File: config.mk
export PLATFORM = sky130hd
export DESIGN_NAME = cpu_synth_ctrl
export DESIGN_NICKNAME = d
export VERILOG_FILES = /design/src/rtl/cpu_synth_ctrl.sv
export SDC_FILE = /design/constraint.sdc
export NUM_CORES = 1
export LEC_CHECK = 0
export BUFFER_PORTS_ARGS = -buffer_cell sky130_fd_sc_hd__buf_2
export CAP_MARGIN = 20
export CORE_UTILIZATION = 35
export DETAILED_ROUTE_END_ITERATION = 8
export SLEW_MARGIN = 20
export SYNTH_ARGS = -nofsm -noshare
export SYNTH_HDL_FRONTEND = slang
export SYNTH_SLANG_ARGS = --single-unit
File: constraint.sdc
create_clock -name cpu_clk -period 2.83 [get_ports cpu_clk]
set_clock_uncertainty 0.1 [all_clocks]
set_input_delay 0.566 -clock cpu_clk [delete_from_list [all_inputs] [get_ports cpu_clk]]
set_output_delay 0.566 -clock cpu_clk [all_outputs]
set_load 0.01 [all_outputs]
File: src/rtl/cpu_synth_ctrl.sv
// CPU-domain staging/hold register bank for the synth configuration, with a
// four-phase req/ack handshake that launches a frozen snapshot across the CDC.
//
//   state  | meaning
//   -------+--------------------------------------------------
//   S_IDLE | no transfer in flight, req low
//   S_REQ  | hold registers launched, req high, waiting ack=1
//   S_REL  | req dropped, waiting for ack=0 before next launch
module cpu_synth_ctrl #(
    parameter int N_VOICES = 1
) (
    input  logic                  cpu_clk,
    input  logic                  cpu_rst_n,
    input  logic                  wr_en,
    input  logic [7:0]            wr_addr,
    input  logic [31:0]           wr_data,
    input  logic [7:0]            rd_addr,
    output logic [31:0]           rd_data,
    output logic [24*N_VOICES-1:0] cpu_carrier_fcws,
    output logic [23:0]           cpu_mod_fcw,
    output logic [4:0]            cpu_mod_shift,
    output logic [N_VOICES-1:0]   cpu_note_en,
    output logic [4:0]            cpu_synth_shift,
    output logic                  cpu_req,
    input  logic                  cpu_ack
);

    localparam int FW = 24 * N_VOICES;

    typedef enum logic [1:0] {
        S_IDLE = 2'd0,
        S_REQ  = 2'd1,
        S_REL  = 2'd2
    } state_t;

    state_t                state_q;
    logic                  pending_q;
    logic                  req_q;

    logic [FW-1:0]         stg_fcws_q;
    logic [23:0]           stg_mod_fcw_q;
    logic [4:0]            stg_mod_shift_q;
    logic [N_VOICES-1:0]   stg_note_en_q;
    logic [4:0]            stg_synth_shift_q;

    logic [FW-1:0]         hold_fcws_q;
    logic [23:0]           hold_mod_fcw_q;
    logic [4:0]            hold_mod_shift_q;
    logic [N_VOICES-1:0]   hold_note_en_q;
    logic [4:0]            hold_synth_shift_q;

    logic [5:0] wr_word;
    logic [5:0] rd_word;
    logic       commit_wr;
    logic       unused_bits;

    assign wr_word     = wr_addr[7:2];
    assign rd_word     = rd_addr[7:2];
    assign commit_wr   = wr_en && (wr_word == 6'h14);
    assign unused_bits = ^{wr_addr[1:0], rd_addr[1:0], wr_data[31:24]};

    // Staging registers: writable at any time, never touch the hold set.
    always_ff @(posedge cpu_clk or negedge cpu_rst_n) begin
        if (!cpu_rst_n) begin
            stg_fcws_q        <= '0;
            stg_mod_fcw_q     <= '0;
            stg_mod_shift_q   <= '0;
            stg_note_en_q     <= '0;
            stg_synth_shift_q <= '0;
        end else if (wr_en) begin
            for (int i = 0; i < N_VOICES; i++) begin
                if (wr_word == 6'(i)) begin
                    stg_fcws_q[24*i +: 24] <= wr_data[23:0];
                end
            end
            case (wr_word)
                6'h10:   stg_mod_fcw_q     <= wr_data[23:0];
                6'h11:   stg_mod_shift_q   <= wr_data[4:0];
                6'h12:   stg_note_en_q     <= wr_data[N_VOICES-1:0];
                6'h13:   stg_synth_shift_q <= wr_data[4:0];
                default: ;
            endcase
        end
    end

    // Launch samples the staging _q values, so a same-cycle staging write is excluded.
    always_ff @(posedge cpu_clk or negedge cpu_rst_n) begin
        if (!cpu_rst_n) begin
            state_q            <= S_IDLE;
            pending_q          <= 1'b0;
            req_q              <= 1'b0;
            hold_fcws_q        <= '0;
            hold_mod_fcw_q     <= '0;
            hold_mod_shift_q   <= '0;
            hold_note_en_q     <= '0;
            hold_synth_shift_q <= '0;
        end else begin
            case (state_q)
                S_IDLE: begin
                    if (commit_wr || pending_q) begin
                        state_q            <= S_REQ;
                        req_q              <= 1'b1;
                        pending_q          <= 1'b0;
                        hold_fcws_q        <= stg_fcws_q;
                        hold_mod_fcw_q     <= stg_mod_fcw_q;
                        hold_mod_shift_q   <= stg_mod_shift_q;
                        hold_note_en_q     <= stg_note_en_q;
                        hold_synth_shift_q <= stg_synth_shift_q;
                    end
                end
                S_REQ: begin
                    if (commit_wr) pending_q <= 1'b1;
                    if (cpu_ack) begin
                        state_q <= S_REL;
                        req_q   <= 1'b0;
                    end
                end
                S_REL: begin
                    if (commit_wr) pending_q <= 1'b1;
                    if (!cpu_ack) state_q <= S_IDLE;
                end
                default: begin
                    state_q <= S_IDLE;
                    req_q   <= 1'b0;
                end
            endcase
        end
    end

    always_comb begin
        rd_data = '0;
        for (int i = 0; i < N_VOICES; i++) begin
            if (rd_word == 6'(i)) rd_data = {8'h00, stg_fcws_q[24*i +: 24]};
        end
        case (rd_word)
            6'h10:   rd_data = {8'h00, stg_mod_fcw_q};
            6'h11:   rd_data = 32'(stg_mod_shift_q);
            6'h12:   rd_data = 32'(stg_note_en_q);
            6'h13:   rd_data = 32'(stg_synth_shift_q);
            6'h15:   rd_data = {30'd0, pending_q, state_q != S_IDLE};
            default: ;
        endcase
    end

    assign cpu_carrier_fcws = hold_fcws_q;
    assign cpu_mod_fcw      = hold_mod_fcw_q;
    assign cpu_mod_shift    = hold_mod_shift_q;
    assign cpu_note_en      = hold_note_en_q;
    assign cpu_synth_shift  = hold_synth_shift_q;
    assign cpu_req          = req_q;

endmodule

=== Word-level counts from Yosys, hierarchy flattened ===
Cells that the tools add are included.

* Register bits after elaboration: 122
* Input port bits: 52
* Output and inout port bits: 92

* Equality and inequality tests: 16
* Muxes and demuxes: 12
* Bitwise operators: 1
* Reduce and logical (&&, ||, !) cells: 17

{| class="wikitable"
|+ Operators by type and width
! operator !! count
|-
| $pmux 32 s5 || 1
|-
| $eq 6x5->1 const B || 10
|-
| $mux 24 || 1
|-
| $logic_not 6->1 || 2
|-
| $reduce_and 2->1 || 6
|-
| $reduce_and 3->1 || 3
|-
| $mux 2 || 3
|-
| $ne 2x2->1 const B || 3
|-
| $pmux 2 s3 || 1
|-
| $mux 1 || 4
|-
| $reduce_bool 2->1 || 2
|-
| $pmux 1 s3 || 1
|-
| $eq 2x1->1 const B || 1
|-
| $eq 2x2->1 const B || 1
|-
| $logic_not 2->1 || 1
|-
| $ne 2x1->1 const B || 1
|-
| $pmux 1 s2 || 1
|-
| $reduce_or 2->1 || 1
|-
| $logic_and 1x1->1 || 1
|-
| $logic_or 1x1->1 || 1
|-
| $not 1->1 || 1
|}

=== Depth between registers and ports, before layout ===
* Depth in word-level cells: 5
* Mapped depth: 7

=== Least setup slack after synthesis ===
No wires, ideal clock.

* Kind: input-to-output
* Start: input port rd_addr[3]
* End: output port rd_data[1]
* Data arrival time: 1.696 ns
* Required time: 2.164 ns
* Slack: 0.468 ns
* Stages on the path: 7
* Buffers on the path: 3
* Cell sequence: buf_2 > nor2_1 > and3_1 > clkbuf_1 > clkbuf_1 > a32oi_1 > o211ai_1

* Cells in the longest elaborated chain, start to end: 3
* Elaborated cells on any way between the ends: 8
* Classes of those cells: 5 x eq/ne; 2 x mux; 1 x reduce/logical

{| class="wikitable"
|+ Ends and longest elaborated chain
! item !! line !! text
|-
| start, declared || 17 || <nowiki>input logic [7:0] rd_addr,</nowiki>
|-
| $logic_not 6->1 || 133 || <nowiki>if (rd_word == 6'(i)) rd_data = {8'h00, stg_fcws_q[24*i +: 24]};</nowiki>
|-
| $mux 24 || 133 ||
|-
| $pmux 32 s5 (*) || 135 || <nowiki>case (rd_word)</nowiki>
|-
| end, declared || 18 || <nowiki>output logic [31:0] rd_data,</nowiki>
|}

Mark *: on every way between the ends. The rest lies on a longest branch, timed or not.

=== Worst setup path in the final report ===
* Start: input port rd_addr[5]
* End: output port rd_data[4]

The elaborated chain is that of the path after synthesis.

==> impl_results.md <==
* Outcome: finished clean
* Initial antenna violation count at 0
* Crit Path Category: input port to output pin
* First-pass DRT Iterations at 6
* Drt first-iter violations at 103
* Post-CTS sizing at 0
* Register area at between 0.003 and 0.004 mm²
* Placed cell areas at approximately 0.006 mm²
* PortBufs at 123
* RSZ-0062 raised after global routing: false
* Final Setup Violations at 0
* First-pass GRT wire length at 17970 µm
* Max cap viols at 0
* DR vias/cell at 4.919
* Max Freq at 395.0 MHz
* Power per cell area at 701.2 mW/mm²
* I/O pin cnt at 144
* Die Y at 124.0 µm
* Final net count at 534
* Chip Width at between 100 and 150 µm
* DP HPWL at 7513 µm
* CP Launch Type: input port
* Synth area leader: dfrtp_1
* GRT Util Overall at 0.1607
* Seq/Total Area, Yosys at 0.5865
* Clock Latency Late Sink at 410 ps
* Share of cells above drive strength 1 at 0.5906
* Core Area at 0.01453 mm²
* Cell variety after synth at 40
* Clk buf depth at 2
* Final Max Tran Viols at 0
* Critical path fanouts, max at 4
* Area growth from synthesis to layout at 26.66%
* CTS tree: built
* Clk sinks at 122
* Crit Reg-Reg Startpoint: state_q[0]$_DFFE_PN0P_
* CTS HTree Levels at 4
* Antenna viol nets, final at 0
* Avg Inst Size Synth at between 15 and 20 µm²
* Final instance area at 0.006593 mm²
* Placer Congestion at 0.7879
* Top cell type's share of synthesized area at 0.5865
* Syn Inst Count at about 340
* Hold Crit Class: input port to flop
* Grt ovf at 0
* Largest net degree at the start of global routing at 64
* Critical path launch point: rd_addr[5]
* DR vias at about 3.3k
* FF-to-FF path depth at 5
* Yosys synthesis warning count at 0
* Reg2Reg Capture Point: cpu_mod_fcw[5]$_DFFE_PN0P_
* ANT cells at 0
* Clock root cell: clkbuf_16
* Worst R2R Setup Slack at 870 ps
* Hold depth at 2
* Period utilization at 0.8945
* Detailed Route WL at 11580 µm
* WL per Instance at 17.15 µm
* Crit path DAT at between 1500 and 2000 ps
* Multi-input combinational cell area at 0.001981 mm²
* Final min period at 2532 ps
* TritonCTS Buffers at 17
* CP required at around 2200 ps
* Cell area after synthesis at between 0.005 and 0.006 mm²
* DIE AREA at 0.01536 mm²
* Clock transition at path regs at 60 ps
* Sink of the worst hold path: stg_mod_fcw_q[15]$_DFFE_PN0P_
* Rows at 44
* Fillcell total at 1342
* Hold_sp: wr_data[15]
* Post-route DRC at 0
* Final hold vios at 0
* P_leak at 0.003508 µW
* Worst VDD drop at 362.8 µV
* Post-Route Setup TNS at 0 ps
* Slew margin rel. at 0.6490
* Tightest Pin Transition at approximately 530 ps
* Vias in the first global route at 3208
* Starting density of the core at 0.3581
* Nature of the critical path endpoint: output pin
* Top post-synthesis cells by area: dfrtp_1 59%, mux2_2 24%, a22o_1 3.4%
* Synthesized flop and latch total at 122
-- cells in the mapped netlist --
cell	number
dfrtp_1	122
mux2_2	110
a22o_1	20
buf_4	12
mux2_4	10
buf_2	8
nor2_1	7
clkbuf_1	4
ha_1	4
inv_1	4
mux2i_1	4
a221o_1	3
and3_1	3
nand2_1	3
a21oi_1	2
buf_6	2
nand3b_1	2
nor3_1	2
a21o_1	1
a22oi_1	1
a31oi_1	1
a32oi_1	1
a41oi_2	1
and2_1	1
and3b_1	1
and4b_1	1
buf_12	1
conb_1	1
nand2_2	1
nand3_1	1
nor2_2	1
nor2b_1	1
nor2b_2	1
nor3b_4	1
nor4b_1	1
o211ai_1	1
o21a_1	1
o21ai_0	1
o311ai_0	1
o32a_1	1
-- final cells by class --
class                           instances  area share
Clock buffer                           18     0.06510
Clock inverter                         14     0.01879
Inverter                                4    0.002277
Multi-Input combinational cell        198      0.3004
Sequential cell                       122      0.4631
Tap cell                              184     0.03492
Timing Repair Buffer                  135      0.1154
-- placed cells by master (no fill, tap or decap), types with 7 or more instances in the layout --
| cell type | count |
|---|---|
| mux2_2 | 110 |
| dfrtp_1 | 122 |
| buf_4 | 8 |
| a22o_1 | 20 |
| mux2_4 | 10 |
| conb_1 | 8 |
| nor2_1 | 7 |
| buf_2 | 122 |
| clkbuf_16 | 17 |
-- worst max-delay path, stage by stage --
cell	delay [ps]
buf_2	120
nor4b_1	380
buf_4	180
nand2_1	60
buf_4	150
nor2_1	130
a221o_1	150
buf_2	140
-- logic make-up (layout without fill, tap and decap cells) --
| kind of cell | after synthesis | count (layout) | share of synthesized area |
|---|---|---|---|
| multiplexers | 124 | 124 | 0.2745 |
| flip-flops | 122 | 122 | 0.5865 |
| AO/OA/AOI/OAI | 35 | 35 | 0.05770 |
| buffers and inverters | 31 | 171 | 0.03894 |
| AND/OR/NAND/NOR | 27 | 27 | 0.03198 |
| adder cells (fa/ha/maj) | 4 | 4 | 0.009616 |
| other | 1 | 8 | 0.0007205 |
-- metal layers --
layer	track usage	share of wire	up-vias
li1	-	-	1503
met1	0.2173	0.46	1705
met2	0.2431	0.48	98
met3	0.04029	0.048	14
met4	0.07143	0.016	0
met5	0	0	-
-- registers in the layout (all words and copies together) (netlist names) --
register           cells
state_q                2
cpu_req                1
cpu_synth_shift        5
cpu_mod_shift          5
cpu_carrier_fcws      24
stg_mod_shift_q        5
stg_fcws_q            24
pending_q              1
stg_mod_fcw_q         24
cpu_note_en            1
stg_synth_shift_q      5
stg_note_en_q          1
cpu_mod_fcw           24
-- what timing repair did --
item                                   in CTS  in global routing
buffers inserted                            0                  0
endpoints found under the hold margin      20                  0
hold buffers                                1                  0
-- power breakdown --
group	total (µW)	internal [µW]	switching, µW
clock network	2010	1210	803
registers	2070	1940	127
logic	547	290	258
-- stage by stage --
step | hold WS [ps] | total power [µW] | instances | worst slack, ps | util
floorplan | 170.4 | 2412 | 351 | 467.9 | -
global placement | 372.0 | 2622 | 642 | 327.3 | 0.4149
CTS | 281.0 | 4686 | 675 | 281.6 | 0.4536
global route | 285.8 | 4858 | 675 | 144.0 | 0.4536
detailed placement | 377.0 | 2651 | 642 | 295.3 | 0.4149
finish | 303.2 | 4623 | 675 | 298.5 | 0.4536
-- worst max path at each step --
stage | end | slack (ps)
global route | rd_data[4] | 140
global placement | rd_data[0] | 330
detailed placement | rd_data[0] | 300
finish | rd_data[4] | 300
CTS | rd_data[0] | 280
floorplan | rd_data[1] | 470
Power figures use the tool's default switching activity.
